**config.mk**
```make
export PLATFORM = sky130hd
export DESIGN_NAME = burst_rx_ctrl
export DESIGN_NICKNAME = d
export VERILOG_FILES = /design/src/rtl/burst_rx_ctrl.sv
export SDC_FILE = /design/constraint.sdc
export NUM_CORES = 1
export LEC_CHECK = 0
export CAP_MARGIN = 10
export CORE_MARGIN = 2
export CORE_UTILIZATION = 45
export DETAILED_ROUTE_END_ITERATION = 10
export HOLD_SLACK_MARGIN = 0.1
export PLACE_DENSITY = 0.68
export SLEW_MARGIN = 10
export SYNTH_ARGS = -nofsm -noshare
export SYNTH_HDL_FRONTEND = slang
export SYNTH_SLANG_ARGS = --single-unit
```
**constraint.sdc**
```tcl
create_clock -name clk -period 1.8 [get_ports clk]
set_clock_uncertainty 0.1 [all_clocks]
set_input_delay 0.36 -clock clk [delete_from_list [all_inputs] [get_ports clk]]
set_output_delay 0.36 -clock clk [all_outputs]
set_load 0.01 [all_outputs]
```
**src/rtl/burst_rx_ctrl.sv**
```systemverilog
// Serial burst sequencer: finds the burst start bit, samples each bit at mid-bit and
// issues one shift_en pulse per bit to the 55-bit collector. Start, stop and parity are checked per frame.
module burst_rx_ctrl #(
  parameter int CLKS_PER_BIT = 16,
  parameter int FRAME_BITS   = 11,
  parameter int N_FRAMES     = 5,
  parameter int PARITY_ODD   = 0
) (
  input  logic                clk,
  input  logic                rst_n,
  input  logic                rx,
  output logic                shift_en,
  output logic                ser_bit,
  output logic                active,
  output logic                burst_done,
  output logic [2:0]          frame_idx,
  output logic [N_FRAMES-1:0] frame_err,
  output logic [N_FRAMES-1:0] parity_err
);

  localparam int CW = $clog2(CLKS_PER_BIT);
  localparam int BW = $clog2(FRAME_BITS*N_FRAMES+1);
  localparam int PW = $clog2(FRAME_BITS);

  localparam logic [CW-1:0] HALF_M1  = CW'(CLKS_PER_BIT/2-1);
  localparam logic [CW-1:0] FULL_M1  = CW'(CLKS_PER_BIT-1);
  localparam logic [BW-1:0] LAST_M1  = BW'(FRAME_BITS*N_FRAMES-1);
  localparam logic [PW-1:0] STOP_POS = PW'(FRAME_BITS-1);
  localparam logic [2:0]    LAST_FR  = 3'(N_FRAMES-1);

  localparam logic [1:0] S_IDLE  = 2'd0;
  localparam logic [1:0] S_START = 2'd1;
  localparam logic [1:0] S_RECV  = 2'd2;
  localparam logic [1:0] S_DONE  = 2'd3;

  logic                r_rx_m, r_rx_s;
  logic [1:0]          r_state;
  logic [CW-1:0]       r_clk_cnt;
  logic [BW-1:0]       r_bit_cnt;
  logic [PW-1:0]       r_pos;
  logic                r_xor;
  logic                r_shift_en, r_ser_bit, r_active, r_burst_done;
  logic [2:0]          r_frame_idx;
  logic [N_FRAMES-1:0] r_frame_err, r_parity_err;

  always_ff @(posedge clk or negedge rst_n) begin
    if (!rst_n) begin
      r_rx_m <= 1'b1;
      r_rx_s <= 1'b1;
    end else begin
      r_rx_m <= rx;
      r_rx_s <= r_rx_m;
    end
  end

  always_ff @(posedge clk or negedge rst_n) begin
    if (!rst_n) begin
      r_state      <= S_IDLE;
      r_clk_cnt    <= '0;
      r_bit_cnt    <= '0;
      r_pos        <= '0;
      r_xor        <= 1'b0;
      r_shift_en   <= 1'b0;
      r_ser_bit    <= 1'b0;
      r_active     <= 1'b0;
      r_burst_done <= 1'b0;
      r_frame_idx  <= '0;
      r_frame_err  <= '0;
      r_parity_err <= '0;
    end else begin
      r_shift_en   <= 1'b0;
      r_burst_done <= 1'b0;
      case (r_state)
        S_IDLE: begin
          if (!r_rx_s) begin
            r_state      <= S_START;
            r_clk_cnt    <= '0;
            r_active     <= 1'b1;
            r_frame_err  <= '0;
            r_parity_err <= '0;
          end
        end
        S_START: begin
          if (r_clk_cnt == HALF_M1) begin
            r_clk_cnt <= '0;
            if (!r_rx_s) begin
              r_shift_en  <= 1'b1;
              r_ser_bit   <= 1'b0;
              r_bit_cnt   <= BW'(1);
              r_pos       <= PW'(1);
              r_frame_idx <= '0;
              r_xor       <= 1'b0;
              r_state     <= S_RECV;
            end else begin
              r_active <= 1'b0;
              r_state  <= S_IDLE;
            end
          end else begin
            r_clk_cnt <= r_clk_cnt + 1'b1;
          end
        end
        S_RECV: begin
          if (r_clk_cnt == FULL_M1) begin
            r_clk_cnt  <= '0;
            r_shift_en <= 1'b1;
            r_ser_bit  <= r_rx_s;
            r_bit_cnt  <= r_bit_cnt + 1'b1;
            // r_pos tracks bit_cnt mod FRAME_BITS without a divider
            if (r_pos == '0) begin
              if (r_rx_s) r_frame_err[r_frame_idx] <= 1'b1;
              r_xor <= 1'b0;
              r_pos <= PW'(1);
            end else if (r_pos == STOP_POS) begin
              if (!r_rx_s) r_frame_err[r_frame_idx] <= 1'b1;
              if (r_xor != 1'(PARITY_ODD)) r_parity_err[r_frame_idx] <= 1'b1;
              if (r_frame_idx != LAST_FR) r_frame_idx <= r_frame_idx + 1'b1;
              r_pos <= '0;
            end else begin
              r_xor <= r_xor ^ r_rx_s;
              r_pos <= r_pos + 1'b1;
            end
            if (r_bit_cnt == LAST_M1) r_state <= S_DONE;
          end else begin
            r_clk_cnt <= r_clk_cnt + 1'b1;
          end
        end
        default: begin
          r_burst_done <= 1'b1;
          r_active     <= 1'b0;
          r_state      <= S_IDLE;
        end
      endcase
    end
  end

  assign shift_en   = r_shift_en;
  assign ser_bit    = r_ser_bit;
  assign active     = r_active;
  assign burst_done = r_burst_done;
  assign frame_idx  = r_frame_idx;
  assign frame_err  = r_frame_err;
  assign parity_err = r_parity_err;

endmodule
```
==> summary.md, run 1 <==
| Metric | Value |
|---|---|
| Share of cells above drive strength 1 | `0.2976` |
| CTS Buf Count | `5` |
| Register area | `roughly 900 sq um` |
| Max-cap violation count | `0` |
| RR Startpoint | `r_state[1]$_DFFE_PN0P_` |
| Vias in the first global route | `1608` |
| I/O Pins | `20` |
| H-tree levels | `2` |
| Req. time, crit path | `1930 ps` |
| Post-Syn Area | `0.002007 sq mm` |
| Max clock buf depth | `2` |
| Clock tree sinks | `36` |
| Fin. Hold Viols | `0` |
| Placement Rows | `24` |
| Die span in x | `70.78 um` |
| First-pass GRT wire length | `around 7500 um` |
| Final Cycle Share | `1.052` |
| Worst hold-check path type | `flip-flop to flip-flop` |
| DP HPWL | `around 3200 um` |
| Drt initial violations | `78` |
| P&R area growth vs syn | `35.22%` |
| Post-DRT Antenna Nets | `0` |
| Peak Freq | `528.1 MHz` |
| Fillers | `between 300 and 400` |
| Mean Syn Cell Area | `a little over 10 sq um` |
| Worst setup SP type | `flip-flop` |
| # DRC | `0` |
| Post-route setup TNS | `-444.8 ps` |
| Clk root buf | `clkbuf_8` |
| Via Count | `between 1500 and 2000` |
| Dpl cell area | `0.002445 sq mm` |
| TritonCTS clock tree | `built` |
| WHS Path Cells | `0` |
| Dpl ws | `-81.83 ps` |
| Clock transition at path regs | `about 70 ps` |
| VDD IR max | `830.1 uV` |
| Crit. End Element | `flip-flop` |
| Yosys warning total | `0` |
| Antenna violations before repair | `0` |
| Post-synth net total | `approximately 210` |
| Setup slack after layout | `-93.42 ps` |
| Setup Crit Path Kind | `flip-flop to flip-flop` |
| Largest net degree at the start of global routing | `20` |
| Seq/Total Area, Yosys | `0.4501` |
| Rel. slew slack | `0.6928` |
| Outcome | `complete, but fails checks` |
| R2r worst-path depth | `8` |
| Die area | `0.005010 sq mm` |
| Die height | `just over 70 um` |
| Congestion Overflow GR | `0` |
| # port buffers | `19` |
| Syn Inst Count | `~200` |
| First-pass iteration count of the detailed router | `4` |
| Leak | `between 1 and 1.5 nW` |
| HP Start | `r_rx_m$_DFF_PN1_` |
| Number of diodes | `0` |
| CP Max Fanout | `5` |
| Vias/cell | `5.520` |
| Crit path DAT | `2030 ps` |
| Routed WL per cell | `15.13 um` |
| Failing checks | `setup timing` |
| RSZ-0062 raised after global routing | `yes` |
| Wirelength, routed | `about 4600 um` |
| Initial core utilization | `0.4641` |
| Cell area after layout | `between 0.002 and 0.003 sq mm` |
| FF+latch count, synth | `36` |
| Multi-input combinational cell area | `around 0.0011 sq mm` |
| Layout Nets | `267` |
| Fin crit period | `1893 ps` |
| Clk Latency, worst-skew pair | `290 ps` |
| Power Density | `approximately 900 mW/mm^2` |
| Final Setup Violations | `9` |
| Cell variety after synth | `41` |
| GPL Wtd Cong | `about 0.85` |
| Core ar. | `0.004324 sq mm` |
| Total Routing Usage GR | `0.1912` |
| Worst Setup SP | `r_state[1]$_DFFE_PN0P_` |
| Design Power | `about 2.5 mW` |
| Max-slew violation count | `0` |
| Worst-Margin Slew | `between 400 and 500 ps` |
Yosys cell counts:
| master | n | area [sq um] |
|---|---|---|
| a21oi_1 | 9 | 45.04 |
| o221ai_1 | 2 | 17.52 |
| or4_1 | 1 | 7.510 |
| a21o_1 | 1 | 7.510 |
| nor4b_4 | 2 | 47.55 |
| a2111oi_4 | 1 | 27.53 |
| o211ai_4 | 1 | 21.27 |
| a32o_1 | 3 | 30.03 |
| inv_1 | 12 | 45.04 |
| nor4_2 | 1 | 12.51 |
| nor4bb_1 | 1 | 10.01 |
| buf_2 | 1 | 5.000 |
| nand4b_1 | 1 | 8.760 |
| nand2_1 | 25 | 93.84 |
| dfrtp_1 | 34 | 850.8 |
| or2_2 | 2 | 12.51 |
| nand4_1 | 1 | 6.260 |
| nor3_1 | 7 | 35.03 |
| and4_1 | 1 | 8.760 |
| o2bb2ai_1 | 1 | 8.760 |
| a31oi_1 | 2 | 12.51 |
| clkbuf_1 | 5 | 18.77 |
| dfstp_2 | 2 | 52.55 |
| ha_1 | 13 | 162.7 |
| and3b_1 | 1 | 8.760 |
| a22o_1 | 10 | 87.58 |
| nand3_1 | 7 | 35.03 |
| nor4_1 | 1 | 6.260 |
| buf_6 | 2 | 22.52 |
| mux2_2 | 3 | 33.78 |
| nor2_1 | 10 | 37.54 |
| nand2b_1 | 1 | 6.260 |
| nor3b_1 | 1 | 7.510 |
| a31o_2 | 1 | 8.760 |
| mux2i_1 | 4 | 40.04 |
| o31ai_1 | 2 | 15.01 |
| nand3b_1 | 5 | 37.54 |
| buf_4 | 3 | 22.52 |
| o21a_1 | 3 | 22.52 |
| o21ai_0 | 11 | 55.05 |
| and3_1 | 2 | 12.51 |
kinds of logic (layout without fill, tap and decap cells):
| family | Yosys count | count (layout) | synth area share |
|---|---|---|---|
| simple gates | 70 | 70 | 0.1964 |
| mux | 7 | 7 | 0.03678 |
| compound gates | 47 | 48 | 0.1789 |
| buf+inv | 23 | 78 | 0.05673 |
| fa+ha+maj | 13 | 13 | 0.08105 |
| flops | 36 | 36 | 0.4501 |
worst paths after layout:
path	endpoint	slack, ps
max reg2reg	frame_err[3]$_DFFE_PN0P_	-90
min in group asynchronous	ser_bit$_DFFE_PN0P_	450
min	r_rx_s$_DFF_PN1_	260
max	frame_err[3]$_DFFE_PN0P_	-90
max in group asynchronous	r_rx_s$_DFF_PN1_	620
min reg2reg	r_rx_s$_DFF_PN1_	260
metal layers:
layer | part of all wire | vias to the layer above | global-route usage
met5 | 0 | - | 0
met4 | 0.014 | 0 | 0.04403
met3 | 0.041 | 6 | 0.04843
met2 | 0.49 | 32 | 0.3344
met1 | 0.45 | 823 | 0.2387
li1 | - | 817 | -
report_power, final:
group / internal [mW] / switching, mW
registers: 0.870 / 0.0551
clock network: 0.305 / 0.297
logic: 0.479 / 0.487
flip-flops by register name (all words and copies together) (netlist names), 2 cells and up:
register / cells
r_state: 2
r_clk_cnt: 4
frame_err: 5
parity_err: 5
r_pos: 4
r_bit_cnt: 6
frame_idx: 3
layout make-up:
class / instances / area share
Clock buffer: 6 / 0.03043
Clock inverter: 2 / 0.003688
Inverter: 12 / 0.01660
Multi-Input combinational cell: 138 / 0.4071
Sequential cell: 36 / 0.3329
Tap cell: 52 / 0.02397
Timing Repair Buffer: 58 / 0.1853
worst max-delay path, cell delays in order (launching register included):
cell      delay, ps
dfrtp_1         420
inv_2            60
buf_4           140
ha_4            170
nor4bb_4        250
a31oi_1          80
nor3_1          270
buf_4           190
a32o_1          150
placed cells by master, fill, tap and decap left out, types with 3 or more instances in the layout:
master            n
nand2_1          25
o21ai_0           9
mux2i_1           4
clkdlybuf4s50_1  17
nand3b_1          5
inv_1            10
ha_4              3
nor2_1           10
o21a_1            3
a21oi_1           7
buf_4            34
ha_1              9
buf_6             3
nor3_1            6
clkbuf_8          6
a32o_1            3
nand3_1           6
a22o_1           10
mux2_2            3
dfrtp_1          34
through the flow:
step / hold WS (ps) / utilization / std cells
floorplan: -35.59 / - / 196
global placement: 232.2 / 0.5654 / 287
detailed placement: 241.0 / 0.5654 / 287
CTS: 264.6 / 0.6094 / 301
global route: 268.8 / 0.6276 / 304
finish: 263.7 / 0.6276 / 304
repair_timing:
action	4_1_cts	5_1_grt
cloned	1	0
hold buffers	1	0
setup buffers	4	3
setup endpoints to repair	26	27
endpoints found under the hold margin	18	0
resized for setup	11	12
pin swaps	4	11
Power figures use the tool's default switching activity.
==> run 2: changes to the inputs <==
--- a/config.mk
+++ b/config.mk
@@ -15,3 +15,4 @@
 export SYNTH_ARGS = -nofsm -noshare
 export SYNTH_HDL_FRONTEND = slang
 export SYNTH_SLANG_ARGS = --single-unit
+export TNS_END_PERCENT = 1
==> run 2 against run 1 <==
Effect of this change: the run still ends with setup timing left; flip-flop and latch count did not move; worst setup slack improved by 28 ps; sequential power is essentially flat; total power grew 2.4%; wire length increased by 3.2%.
==> summary.md, run 2 (same netlist as run 1, synthesis figures left out) <==
| Metric | Value |
|---|---|
| Outcome | `complete, but fails checks (unchanged)` |
| Failing checks | `setup timing (unchanged)` |
| Peak Freq | `535.9 MHz (was 528.1 MHz)` |
| R2r worst-path depth | `7 (was 8)` |
| # DRC | `0 (unchanged)` |
| Worst Setup SP | `r_state[0]$_DFFE_PN0P_ (was r_state[1]$_DFFE_PN0P_)` |
| Met3 Use GR | `0.04701 (was 0.04843)` |
| Power Density | `931.0 mW/mm^2 (was 918.9 mW/mm^2)` |
| Placement Rows | `24 (unchanged)` |
| Req. time, crit path | `1940 ps (was 1930 ps)` |
| Total Routing Usage GR | `0.1987 (was 0.1912)` |
| First-pass GRT wire length | `7672 um (was 7493 um)` |
| Max FFs per register | `6 (unchanged)` |
| Die span in x | `70.78 um (unchanged)` |
| Gr busiest metal | `met2 (unchanged)` |
| Initial core utilization | `0.4641 (unchanged)` |
| Core ar. | `0.004324 sq mm (unchanged)` |
| Worst setup SP type | `flip-flop (unchanged)` |
| CTS Buf Count | `5 (unchanged)` |
| Fin. Hold Viols | `0 (unchanged)` |
| Clk Latency, worst-skew pair | `300 ps (was 290 ps)` |
| Share of cells above drive strength 1 | `0.3268 (was 0.2976)` |
| Crit path DAT | `2010 ps (was 2030 ps)` |
| VDD IR max | `595.7 uV (was 830.1 uV)` |
| H-tree levels | `2 (unchanged)` |
| I/O Pins | `20 (unchanged)` |
| DP HPWL | `3042 um (was 3226 um)` |
| Met1 usage | `0.2468 (was 0.2387)` |
| Most frequent cells in the layout | `35 x buf_4, 32 x dfrtp_1, 22 x nand2_1, 17 x clkdlybuf4s50_1 (was 34 x dfrtp_1, 34 x buf_4, 25 x nand2_1, 17 x clkdlybuf4s50_1)` |
| Largest reg by FF count | `r_bit_cnt (unchanged)` |
| TritonCTS clock tree | `built (unchanged)` |
| Fin crit period | `1866 ps (was 1893 ps)` |
| Final Setup Violations | `15 (was 9)` |
| Vias/cell | `5.474 (was 5.520)` |
| Clock tree sinks | `36 (unchanged)` |
| RSZ-0062 raised after global routing | `yes (unchanged)` |
| Final Cycle Share | `1.037 (was 1.052)` |
| Crit. End Element | `flip-flop (unchanged)` |
| Worst hold-check path type | `flip-flop to flip-flop (unchanged)` |
| Most common cell after layout, fill and taps aside | `buf_4` |
| Multi-input combinational cell area | `0.001119 sq mm (was 0.001105 sq mm)` |
| Number of diodes | `0 (unchanged)` |
| CP Max Fanout | `6 (was 5)` |
| Worst-Margin Slew | `459.3 ps (was 460.8 ps)` |
| Setup slack after layout | `-65.89 ps (was -93.42 ps)` |
| Congestion Overflow GR | `0 (unchanged)` |
| RR Startpoint | `r_state[0]$_DFFE_PN0P_ (was r_state[1]$_DFFE_PN0P_)` |
| First-pass iteration count of the detailed router | `4 (unchanged)` |
| Dpl cells | `287 (unchanged)` |
| GPL Wtd Cong | `0.7745 (was 0.8541)` |
| # port buffers | `19 (unchanged)` |
| Drt initial violations | `105 (was 78)` |
| P&R area growth vs syn | `36.72% (was 35.22%)` |
| Die area | `0.005010 sq mm (unchanged)` |
| RR Endpoint | `parity_err[2]$_DFFE_PN0P_ (was frame_err[3]$_DFFE_PN0P_)` |
| Setup Crit Path Kind | `flip-flop to flip-flop (unchanged)` |
| Max clock buf depth | `2 (unchanged)` |
| Leak | `1.186 nW (was 1.188 nW)` |
| Post-route insts no fill | `306 (was 304)` |
| Fillers | `353 (was 357)` |
| Max-cap violation count | `0 (unchanged)` |
| Vias in the first global route | `1609 (was 1608)` |
| Routed WL per cell | `15.51 um (was 15.13 um)` |
| Clock transition at path regs | `80 ps (was 70 ps)` |
| Die height | `70.78 um (unchanged)` |
| Post-DRT Antenna Nets | `0 (unchanged)` |
| Design Power | `2.555 mW (was 2.494 mW)` |
| CP Capture Point | `parity_err[2]$_DFFE_PN0P_ (was frame_err[3]$_DFFE_PN0P_)` |
| Rel. slew slack | `0.6938 (was 0.6928)` |
| Via Count | `1675 (was 1678)` |
| Max-slew violation count | `0 (unchanged)` |
| Met2 Usage GRT | `0.3364 (was 0.3344)` |
| Clk root buf | `clkbuf_8 (unchanged)` |
| Layout Nets | `269 (was 267)` |
| R2R setup slack | `-70 ps (was -90 ps)` |
| Register area | `905.9 sq um (was 903.4 sq um)` |
| Antenna violations before repair | `0 (unchanged)` |
| Largest net degree at the start of global routing | `20 (unchanged)` |
| Wirelength, routed | `4746 um (was 4598 um)` |
[run 2: per-stage QoR]
step	utilization	setup WS (ps)	setup TNS [ps]	hold WS, ps	instance area [sq um]
2_1_floorplan	-	-87.59	-809.6	-35.59	2009
3_3_place_gp	0.5634	-77.98	-237.6	234.8	2436
3_5_place_dp	0.5634	-114.5	-564.4	242.2	2436
4_1_cts	0.6123	-51.92	-217.9	263.2	2648
5_1_grt	0.6345	-140.4	-2212	265.5	2744
6_report	0.6345	-65.89	-594.3	261.5	2744
[run 2: cell type report]
class | instances | area share
Clock inverter | 3 | 0.006840
Tap cell | 52 | 0.02371
Inverter | 12 | 0.01642
Clock buffer | 5 | 0.02508
Multi-Input combinational cell | 138 | 0.4077
Sequential cell | 36 | 0.3301
Timing Repair Buffer | 60 | 0.1902
[run 2: power by group]
part | switching [mW] | internal [mW]
sequential | 0.0548 | 0.872
combinational | 0.511 | 0.531
clock | 0.316 | 0.270
total | 0.882 | 1.67
[run 2: worst min-delay path by stage]
stage | startpoint | cells after the start | endpoint
after detailed placement | rst_n | 1 | r_pos[3]$_DFFE_PN0P_
final | r_rx_m$_DFF_PN1_ | 0 | r_rx_s$_DFF_PN1_
after CTS | r_rx_m$_DFF_PN1_ | 0 | r_rx_s$_DFF_PN1_
after global routing | r_rx_m$_DFF_PN1_ | 0 | r_rx_s$_DFF_PN1_
after floorplan | rst_n | 0 | active$_DFFE_PN0P_
after global placement | rst_n | 1 | r_pos[3]$_DFFE_PN0P_
[run 2: metal layers]
metal	part of all wire	vias to the layer above
met2	0.51	30
met4	0.019	0
met5	0	-
met3	0.034	9
met1	0.43	814
li1	-	822
[run 2: worst max-delay path, stage by stage, from the launching register on]
cell and delay [ps]:
dfrtp_2 440, inv_2 90, ha_4 180, nand4_1 150, buf_6 190, nor4b_4 340, buf_4 190, a22o_1 120
[run 2: repair_timing]
action,CTS,global route
endpoints found under the setup margin,18,29
setup buffers,4,5
hold buffers,1,0
pin swaps,10,8
gates resized for setup,18,17
gates cloned,1,0
endpoints found under the hold margin,18,0
==> run 3: changes to the inputs <==
--- a/config.mk
+++ b/config.mk
@@ -15,4 +15,4 @@
 export SYNTH_ARGS = -nofsm -noshare
 export SYNTH_HDL_FRONTEND = slang
 export SYNTH_SLANG_ARGS = --single-unit
-export TNS_END_PERCENT = 1
+export TNS_END_PERCENT = 50
==> run 3 against run 2 <==
Effect of this change: the flow still finishes with violations (setup timing); worst setup slack got worse by 4.5 ps; critical path depth decreased by 1; core utilization increased by 0.90 points; wire length decreased by 6.6%; cell count unchanged; critical endpoint is now r_bit_cnt[5]$_DFFE_PN0P_; sequential power decreased by 0.9%; clock power increased by 20%.
==> summary.md, run 3 (same netlist as run 1, synthesis figures left out) <==
| Metric | Value |
|---|---|
| R2r worst-path depth | `6 (was 7)` |
| Design Power | `2.672 mW (was 2.555 mW)` |
| P_int | `1.823 mW (was 1.673 mW)` |
| Register share of total power | `0.344 (was 0.363)` |
| Hold EP | `r_rx_s$_DFF_PN1_ (unchanged)` |
| Routed WL per cell | `14.49 um (was 15.51 um)` |
| Vias/cell | `5.386 (was 5.474)` |
| # DRC | `0 (unchanged)` |
| CTS Buf Count | `5 (unchanged)` |
| Dpl cells | `287 (unchanged)` |
| Largest net degree at the start of global routing | `20 (unchanged)` |
| Core ar. | `0.004324 sq mm (unchanged)` |
| Psw | `848.7 uW (was 882.0 uW)` |
| Antenna violations before repair | `0 (unchanged)` |
| Placement Rows | `24 (unchanged)` |
| Layout Nets | `269 (unchanged)` |
| Clk Latency, worst-skew pair | `290 ps (was 300 ps)` |
| Failing checks | `setup timing (unchanged)` |
| RR Endpoint | `r_bit_cnt[5]$_DFFE_PN0P_ (was parity_err[2]$_DFFE_PN0P_)` |
| Sw Share | `0.3177 (was 0.3453)` |
| Most common cell after layout, fill and taps aside | `dfrtp_1 (was buf_4)` |
| P&R area growth vs syn | `38.65% (was 36.72%)` |
| Clock tree sinks | `36 (unchanged)` |
| H-tree levels | `2 (unchanged)` |
| Worst setup SP type | `flip-flop (unchanged)` |
| Setup Crit Path Kind | `flip-flop to flip-flop (unchanged)` |
| DP HPWL | `3036 um (was 3042 um)` |
| WHS Path Cells | `0 (unchanged)` |
| Via Count | `1648 (was 1675)` |
| Rel. slew slack | `0.7031 (was 0.6938)` |
| VDD IR max | `614.3 uV (was 595.7 uV)` |
| Worst-Margin Slew | `445.4 ps (was 459.3 ps)` |
| Crit path DAT | `2000 ps (was 2010 ps)` |
| Max-cap violation count | `0 (unchanged)` |
| Crit. End Element | `flip-flop (unchanged)` |
| R2R setup slack | `-70 ps (about the same)` |
| Die area | `0.005010 sq mm (unchanged)` |
| Comb pwr share | `0.393 (was 0.408)` |
| RSZ-0062 raised after global routing | `yes (unchanged)` |
| Post-DRT Antenna Nets | `0 (unchanged)` |
| I/O Pins | `20 (unchanged)` |
| Clock transition at path regs | `70 ps (was 80 ps)` |
| GPL Wtd Cong | `0.7801 (was 0.7745)` |
| Outcome | `complete, but fails checks (unchanged)` |
| Setup slack after layout | `-70.36 ps (was -65.89 ps)` |
| Clk root buf | `clkbuf_8 (unchanged)` |
| Max-slew violation count | `0 (unchanged)` |
| Final Setup Violations | `8 (was 15)` |
| Fin util | `0.6435 (was 0.6345)` |
| Most frequent cells in the layout | `34 x dfrtp_1, 33 x buf_4, 22 x nand2_1, 17 x clkdlybuf4s50_1 (was 35 x buf_4, 32 x dfrtp_1, 22 x nand2_1, 17 x clkdlybuf4s50_1)` |
| Fin. Hold Viols | `0 (unchanged)` |
| Initial core utilization | `0.4641 (unchanged)` |
| Congestion Overflow GR | `0 (unchanged)` |
| Power Density | `960.1 mW/mm^2 (was 931.0 mW/mm^2)` |
| Fillers | `357 (was 353)` |
| Worst hold-check path type | `flip-flop to flip-flop (unchanged)` |
| Final Cycle Share | `1.039 (was 1.037)` |
| First-pass GRT wire length | `7224 um (was 7672 um)` |
| Peak Freq | `534.7 MHz (was 535.9 MHz)` |
| Fin crit period | `1870 ps (was 1866 ps)` |
| Clock share of power | `0.263 (was 0.229)` |
| Max clock buf depth | `2 (unchanged)` |
| HP Start | `r_rx_m$_DFF_PN1_ (unchanged)` |
| Post-route insts no fill | `306 (unchanged)` |
| Leak | `1.213 nW (was 1.186 nW)` |
| Share of cells above drive strength 1 | `0.3268 (unchanged)` |
| Total Routing Usage GR | `0.1847 (was 0.1987)` |
| Req. time, crit path | `1930 ps (was 1940 ps)` |
| First-pass iteration count of the detailed router | `4 (unchanged)` |
| TritonCTS clock tree | `built (unchanged)` |
| Die height | `70.78 um (unchanged)` |
| # port buffers | `19 (unchanged)` |
| RR Startpoint | `r_state[0]$_DFFE_PN0P_ (unchanged)` |
| CP Max Fanout | `6 (unchanged)` |
| Vias in the first global route | `1540 (was 1609)` |
| Number of diodes | `0 (unchanged)` |
| Max FFs per register | `6 (unchanged)` |
| Wirelength, routed | `4433 um (was 4746 um)` |
| Largest reg by FF count | `r_bit_cnt (unchanged)` |
| Drt initial violations | `86 (was 105)` |
| Die span in x | `70.78 um (unchanged)` |
[run 3: cell count changes in the layout (fill, tap and decap cells not counted), sizes merged]
cell    previous run  this run
clkinv             3         1
clkbuf             5         6
bufinv             0         1
[run 3: worst max-delay path, cell delays in order, from the launching register on]
cell	delay, ps
dfrtp_1	390
inv_2	70
ha_4	180
nor4b_4	380
o211ai_4	180
or4_1	420
nand3_1	90
[run 3: how the worst max path moves through the flow]
stage                                     end  slack [ps]                    from
floorplan           parity_err[4]$_DFFE_PN0P_         -70  r_state[0]$_DFFE_PN0P_
global placement         r_pos[0]$_DFFE_PN0P_         -40  r_state[1]$_DFFE_PN0P_
detailed placement       r_pos[0]$_DFFE_PN0P_         -90  r_state[1]$_DFFE_PN0P_
CTS                  r_bit_cnt[5]$_DFFE_PN0P_         -50  r_state[1]$_DFFE_PN0P_
global route         r_bit_cnt[5]$_DFFE_PN0P_        -160  r_state[0]$_DFFE_PN0P_
finish               r_bit_cnt[5]$_DFFE_PN0P_         -70  r_state[0]$_DFFE_PN0P_
[run 3: layout make-up]
| cell class | count | area, sq um | area share |
|---|---|---|---|
| Inverter | 12 | 45.04 | 0.01619 |
| Sequential cell | 36 | 903.4 | 0.3246 |
| Tap cell | 52 | 65.06 | 0.02338 |
| Multi-Input combinational cell | 138 | 1132 | 0.4069 |
| Clock inverter | 2 | 35.03 | 0.01259 |
| Timing Repair Buffer | 60 | 529.3 | 0.1902 |
| Clock buffer | 6 | 72.57 | 0.02608 |
[run 3: what timing repair did]
item                                   4_1_cts  5_1_grt
setup endpoints to repair                   21       27
resized for setup                           10       26
hold buffers                                 1        0
endpoints found under the hold margin       15        0
gates cloned                                 1        0
setup buffers                                5        5
pin swaps                                    4       13
[run 3: per-stage QoR]
step           hold WS, ps  setup slack, ps  TNS [ps]  area, sq um
2_1_floorplan       -35.59           -74.13    -373.7         2028
3_3_place_gp         236.4           -39.63    -222.2         2445
3_5_place_dp         241.6           -86.43    -655.1         2445
4_1_cts              266.7           -47.74    -91.62         2653
5_1_grt              267.0           -160.4     -1836         2783
6_report             263.8           -70.36    -181.0         2783
[run 3: per-layer routing]
layer | up-vias | track usage | share of wire
met3 | 9 | 0.04416 | 0.032
met1 | 793 | 0.2417 | 0.45
met2 | 28 | 0.2949 | 0.50
met5 | - | 0 | 0
li1 | 818 | - | -
met4 | 0 | 0.07757 | 0.020
[run 3: power by group through the flow]
stage	combinational [mW]	sequential, mW	clock (mW)
floorplan	0.476	0.933	0
global route	1.15	0.923	0.751
finish	1.05	0.919	0.703
detailed placement	0.805	0.926	0
global placement	0.802	0.921	0
CTS	0.943	0.912	0.717
==> edit 1, RTL diff (flow settings as in run 1) <==
Change the parameter `CLKS_PER_BIT` from 16 to 8.
--- a/src/rtl/burst_rx_ctrl.sv
+++ b/src/rtl/burst_rx_ctrl.sv
@@ -3,3 +3,3 @@
 module burst_rx_ctrl #(
-  parameter int CLKS_PER_BIT = 16,
+  parameter int CLKS_PER_BIT = 8,
   parameter int FRAME_BITS   = 11,
Check against the original RTL: not equivalent (Yosys sat finds a counterexample within 10 cycles, from zero or initial values and one cycle with rst_n low).
==> edit 1 against run 1 <==
- design area down 0.92%
- synthesized area down 1.2%
- non-clock buffer count down 8
- setup slack better by 0.15 ns
- first-iteration DRC count up 19%
- sequential power up 7.9%
- sequential cell count down 1
- routed wire length up 0.78%
- total power up 38%
- via count down 0.66%
- critical path type unchanged
==> edit 1: results (changes against run 1) <==
** Run status
- Result of the run :: complete, no violations

** Route
- The first-pass detailed-route iteration total is 4 (unchanged).
- The met1 wire length was 2065 um (-0.29%).
- Met2 WL :: 2371 um (+4.4%)
- Via density :: 5.484 (-0.66%)
- The aggregate routed wire length is 4634 um (+0.78%).
- The wire length on met3 is 153 um (-19%).
- The initial detailed-routing violation count is 93 (+19%).

** Finish
- Fraction of final layout cells with drive strength greater than 1 :: 25.79% (-4.0 points)
- Footprint of the multi-input gates :: 0.001100 sq mm (-0.45%)
- The number of nets in the final layout came to 271 (+1.5%).
- The number of fillers in the final layout was 368 (+3.1%).
- Counting flops per register, the top entry is r_bit_cnt.
- The antenna diode count was 0 (unchanged).
- The number of flip-flops in the largest register came to 6 (unchanged).

** GRT
- Global-route wire length before repair :: 7700 um (+2.8%)
- Number of global-route vias before repair :: 1,670 (+3.9%)
- Global-route usage over all layers :: 19.87% (+0.75 points)
- Pin count of the biggest net entering global routing :: 36 (+80%)

** Setup path
- On the critical path the largest part of the delay comes from buffers and inverters.
- The arrival time at the worst endpoint came to 1.83 ns (-0.20 ns).

** Placement
- The post-placement cell count is 293 (+2.1%).
- The final HPWL from detailed placement was 3169 um (-1.8%).
- Count of buffers inserted at the top-level ports :: 19 (unchanged)
- The worst slack after detailed placement is -0.04461 ns (+0.03722 ns).
- The global placement routability congestion was 0.7760 (-9.1%).
- Placed inst area :: 0.002442 sq mm (-0.10%)

** Power
- Largest vdd supply drop :: 654.8 uV (-21%)
- The total leakage power came to 1.224 nW (+3.0%).

** Timing
- Worst slew slack as a fraction of its limit :: 79.22% (+9.9 points)
- The maximum achievable frequency came to 572.6 MHz (+8.4%).

** Synth
- Leading cell types by count after synthesis :: 33 x sky130_fd_sc_hd__dfrtp_1, 24 x sky130_fd_sc_hd__nand2_1, 17 x sky130_fd_sc_hd__ha_1
- The per-instance average area after synthesis came to 9.959 sq um (-2.7%).
- Number of warning messages in the yosys log :: 0 (unchanged)
- The proportion of synthesized chip area in sequential cells is 44.32% (-0.69 points).
- Synthesized Nets :: 219 (+3.3%)
- Area contributors post-synth :: sky130_fd_sc_hd__dfrtp_1 42%, sky130_fd_sc_hd__ha_1 11%, sky130_fd_sc_hd__nand2_1 4.5%, sky130_fd_sc_hd__o21ai_0 3.0%, sky130_fd_sc_hd__inv_1 2.8%
- The number of different library cells in the post-synthesis netlist is 49 (+20%).

** Clocking
- Clock transition at path regs :: 0.07 ns (about the same)
- Number of buffers created by CTS :: 5 (unchanged)
-- edit 1: routing by layer --
metal | GRT usage (%) | vias up
li1 | - | 810
met5 | 0 | -
met3 | 4.762 | 6
met2 | 33.96 | 24
met4 | 6.838 | 0
met1 | 24.44 | 827
-- edit 1: timing repair --
item | in CTS | in global routing
setup buffers | 0 | 3
gates resized for setup | 9 | 16
cloned | 0 | 0
setup endpoints to repair | 7 | 15
pin swaps | 1 | 5
-- edit 1: final cells by class --
type / count / share of cell area (%)
repair buffers: 50 / 16.80
flip-flops and latches: 35 / 32.71
well taps: 52 / 2.420
clock buffers: 5 / 2.559
clock inverters: 3 / 2.513
inverters: 15 / 2.094
multi-input cells: 144 / 40.90
-- edit 1: worst paths after layout --
path | depth (start not counted) | from | to | slack, ns
max | 7 | r_state[0] | r_clk_cnt[1] | 0.05
min | 0 | r_rx_m | r_rx_s | 0.26
max reg2reg | 7 | r_state[0] | r_clk_cnt[1] | 0.05
min reg2reg | 0 | r_rx_m | r_rx_s | 0.26
max in group asynchronous | 2 | rst_n | r_rx_s | 1.01
min in group asynchronous | 2 | rst_n | r_pos[2] | 0.33
-- edit 1: cell families after synthesis --
family | share of synthesized area [%]
AND/OR/NAND/NOR | 20.77
multiplexers | 1.262
adder cells (fa/ha/maj) | 10.73
flip-flops | 44.32
AO/OA/AOI/OAI | 18.56
buffers and inverters | 4.355
-- edit 1: power by group --
| part | internal, W | switching, W | total, W | leakage (nW) |
|---|---|---|---|---|
| Combinational | 0.000774 | 0.000804 | 0.00158 | 0.693 |
| Sequential | 0.000899 | 0.0000993 | 0.000998 | 0.466 |
| Clock | 0.000553 | 0.000315 | 0.000868 | 0.0644 |
==> edit 2, RTL diff (settings of run 1) <==
Without the edit above. Compare `r_bit_cnt` against `LAST_M1` with >= in place of ==.
--- a/src/rtl/burst_rx_ctrl.sv
+++ b/src/rtl/burst_rx_ctrl.sv
@@ -121,3 +121,3 @@
             end
-            if (r_bit_cnt == LAST_M1) r_state <= S_DONE;
+            if (r_bit_cnt >= LAST_M1) r_state <= S_DONE;
           end else begin
Check against the original RTL: same outputs for any inputs over 10 cycles, from zero or initial values and one cycle with rst_n low; that may be too few to reach the edited logic, so the function may still have changed.
==> edit 2 against run 1 <==
- the flow still finishes with violations (negative setup slack)
- synthesized cell count is 2.6% lower
- design area down 2.6%
- routed wire length increased by 2.0%
- sequential cell count stayed put
- utilization rose by 1.9 points
- critical path depth shrank 2
- die area shrank 2.2%
- total power grew 17%
- count of clock-buffer cells in the layout is 1 lower
- non-clock buffer count decreased by 4
- synthesized area shrank 2.4%
- hold slack worse by 0.0052 ns
- setup slack improved by 0.032 ns
- largest cell class unchanged
==> edit 2: results (changes against run 1) <==
** Timing
- Transition time at the pin with the least slew margin :: 0.4284 ns (-0.03233 ns)
- The worst setup slack after layout was -0.06191 ns (+0.03150 ns).
- Fin Setup TNS :: -0.1214 ns (+0.3233 ns)
- Final setup violation count :: 3 (-6)

** GRT
- The wire length of the first global-routing pass is 7803 um (+4.1%).
- The via count of the first global-routing pass is 1,711 (+6.4%).
- The all-layer global routing usage was 19.87% (+0.74 points).
- The number of antenna violations at the first check in global routing is 0 (unchanged).
- Pin count of the biggest net entering global routing :: 22 (+10%)

** Synth
- The number of nets produced by synthesis is 207 (-2.4%).
- The proportion of register bits with asynchronous set or reset after synthesis was 100.0% (unchanged).
- The number of different library cells in the post-synthesis netlist is 46 (+12%).
- The proportion of synthesized chip area in sequential cells was 46.10% (+1.1 points).
- Post-Synth Adder-Cell Area :: 8.301% (+0.20 points)
- By count the netlist is led by 34 x sky130_fd_sc_hd__dfrtp_1, 23 x sky130_fd_sc_hd__nand2_1, 13 x sky130_fd_sc_hd__ha_1.
- The total number of yosys warnings was 0 (unchanged).
- XOR/XNOR Fraction of Synth Area :: 1.341% (+1.3 points)
- The mux share of post-synthesis cell area is 3.193% (-0.49 points).
- Flip-flop cell with the highest count after synthesis :: sky130_fd_sc_hd__dfrtp_1
- Fraction of the mapped netlist area in compound gates :: 20.56% (+2.7 points)
- Area contributors post-synth :: sky130_fd_sc_hd__dfrtp_1 43%, sky130_fd_sc_hd__ha_1 8.3%, sky130_fd_sc_hd__nand2_1 4.4%, sky130_fd_sc_hd__a32o_1 4.1%, sky130_fd_sc_hd__dfstp_2 2.7%

** Setup path
- Critical path origin :: r_state[1]
- The maximum fanout encountered on the critical timing path is 5 (unchanged).
- Data arrival at the endpoint of the critical path :: 1.98 ns (-0.05 ns)

** Power
- Largest vdd supply drop :: 642.2 uV (-23%)
- Total leakage power :: 1.229 nW (+3.5%)
- The switching share of total power came to 32.53% (-1.1 points).

** Finish
- The number of flip-flops in the largest register was 6 (unchanged).
- The number of nets in the final layout came to 259 (-3.0%).
- Fraction of final layout cells with drive strength greater than 1 :: 28.69% (-1.1 points)
- The antenna diode count came to 0 (unchanged).

** Clocking
- The number of H-tree branching levels was 2 (unchanged).
- The TritonCTS buffer count is 5 (unchanged).
- The clock transition at the registers of the reported paths was 0.07 ns (about the same).
- Skew-Pair Late Insertion Delay :: 0.28 ns

** Run status
- Violations in the final reports :: negative setup slack
- The run finished, with violations left.

** Route
- Via density :: 5.714 (+3.5%)
- The initial detailed-routing violation count was 48 (-38%).
- The aggregate routed wire length came to 4691 um (+2.0%).
- 1st-pass router iterations :: 4 (unchanged)

** Min path
- Hold WC Path Type :: flop to flop
- Critical hold path startpoint :: r_rx_m

** Placement
- The global placement routability congestion came to 0.8926 (+4.5%).
- The quantity of I/O buffers inserted on ports is 19 (unchanged).
- The final HPWL from detailed placement is 3552 um (+10%).
- Placed inst area :: 0.002381 sq mm (-2.6%)
- Worst-case setup slack after placement :: -0.09986 ns (-0.01803 ns)
edit 2: repair_timing:
item                       CTS  global route
pin swaps                    2             5
setup buffers                4             3
gates cloned                 0             0
hold buffers                 0             0
setup endpoints to repair   11            25
gates resized for setup      9            17
edit 2: metrics by stage:
stage | power, W | instances | util, %
finish | 0.002919 | 294 | 64.70
global route | 0.003106 | 294 | 64.70
CTS | 0.002806 | 291 | 62.43
detailed placement | 0.001990 | 279 | 58.27
global placement | 0.001950 | 279 | 58.27
floorplan | 0.001566 | 191 | -
edit 2: logic make-up after synthesis:
kind of cell | count (synthesis)
flip-flops | 36
adder cells (fa/ha/maj) | 13
AND/OR/NAND/NOR | 60
AO/OA/AOI/OAI | 54
buffers and inverters | 19
multiplexers | 6
XOR/XNOR | 3
edit 2: layout make-up:
class	instances	area, sq um
clock buffers	5	68.82
clock inverters	3	42.54
fillers	312	1443
inverters	10	37.54
multi-input cells	136	1066
flip-flops and latches	36	907.1
well taps	50	62.56
repair buffers	54	459.2
edit 2: worst max-delay path, cell delays in order (launching register included):
cell,delay (ns)
sky130_fd_sc_hd__dfrtp_1,0.44
sky130_fd_sc_hd__inv_2,0.11
sky130_fd_sc_hd__ha_4,0.14
sky130_fd_sc_hd__nor4b_4,0.29
sky130_fd_sc_hd__o21ai_4,0.10
sky130_fd_sc_hd__or4_1,0.51
sky130_fd_sc_hd__nand3_1,0.11
edit 2: power groups by stage:
stage               clock (W)  combinational [W]  sequential [W]
finish               0.000703            0.00126        0.000952
global route         0.000764            0.00138        0.000959
CTS                  0.000716            0.00114        0.000950
detailed placement          0            0.00103        0.000961
global placement            0           0.000995        0.000955
floorplan                   0           0.000586        0.000980
edit 2: metal layers:
layer / vias up / share of wire, % / global-route usage, %
met1: 840 / 45 / 24.49
met2: 29 / 51 / 33.97
met3: 10 / 2.6 / 4.906
met4: 0 / 1.3 / 6.624
met5: - / 0 / 0
li1: 801 / - / -
edit 2: final timing paths:
kind	end	slack (ns)	cells past startpoint
setup / recovery	r_xor	-0.06	6
hold / removal	r_rx_s	0.26	0
setup reg to reg	r_xor	-0.06	6
hold reg to reg	r_rx_s	0.26	0
max in group asynchronous	frame_idx[2]	1.01	2
min in group asynchronous	r_state[1]	0.33	2
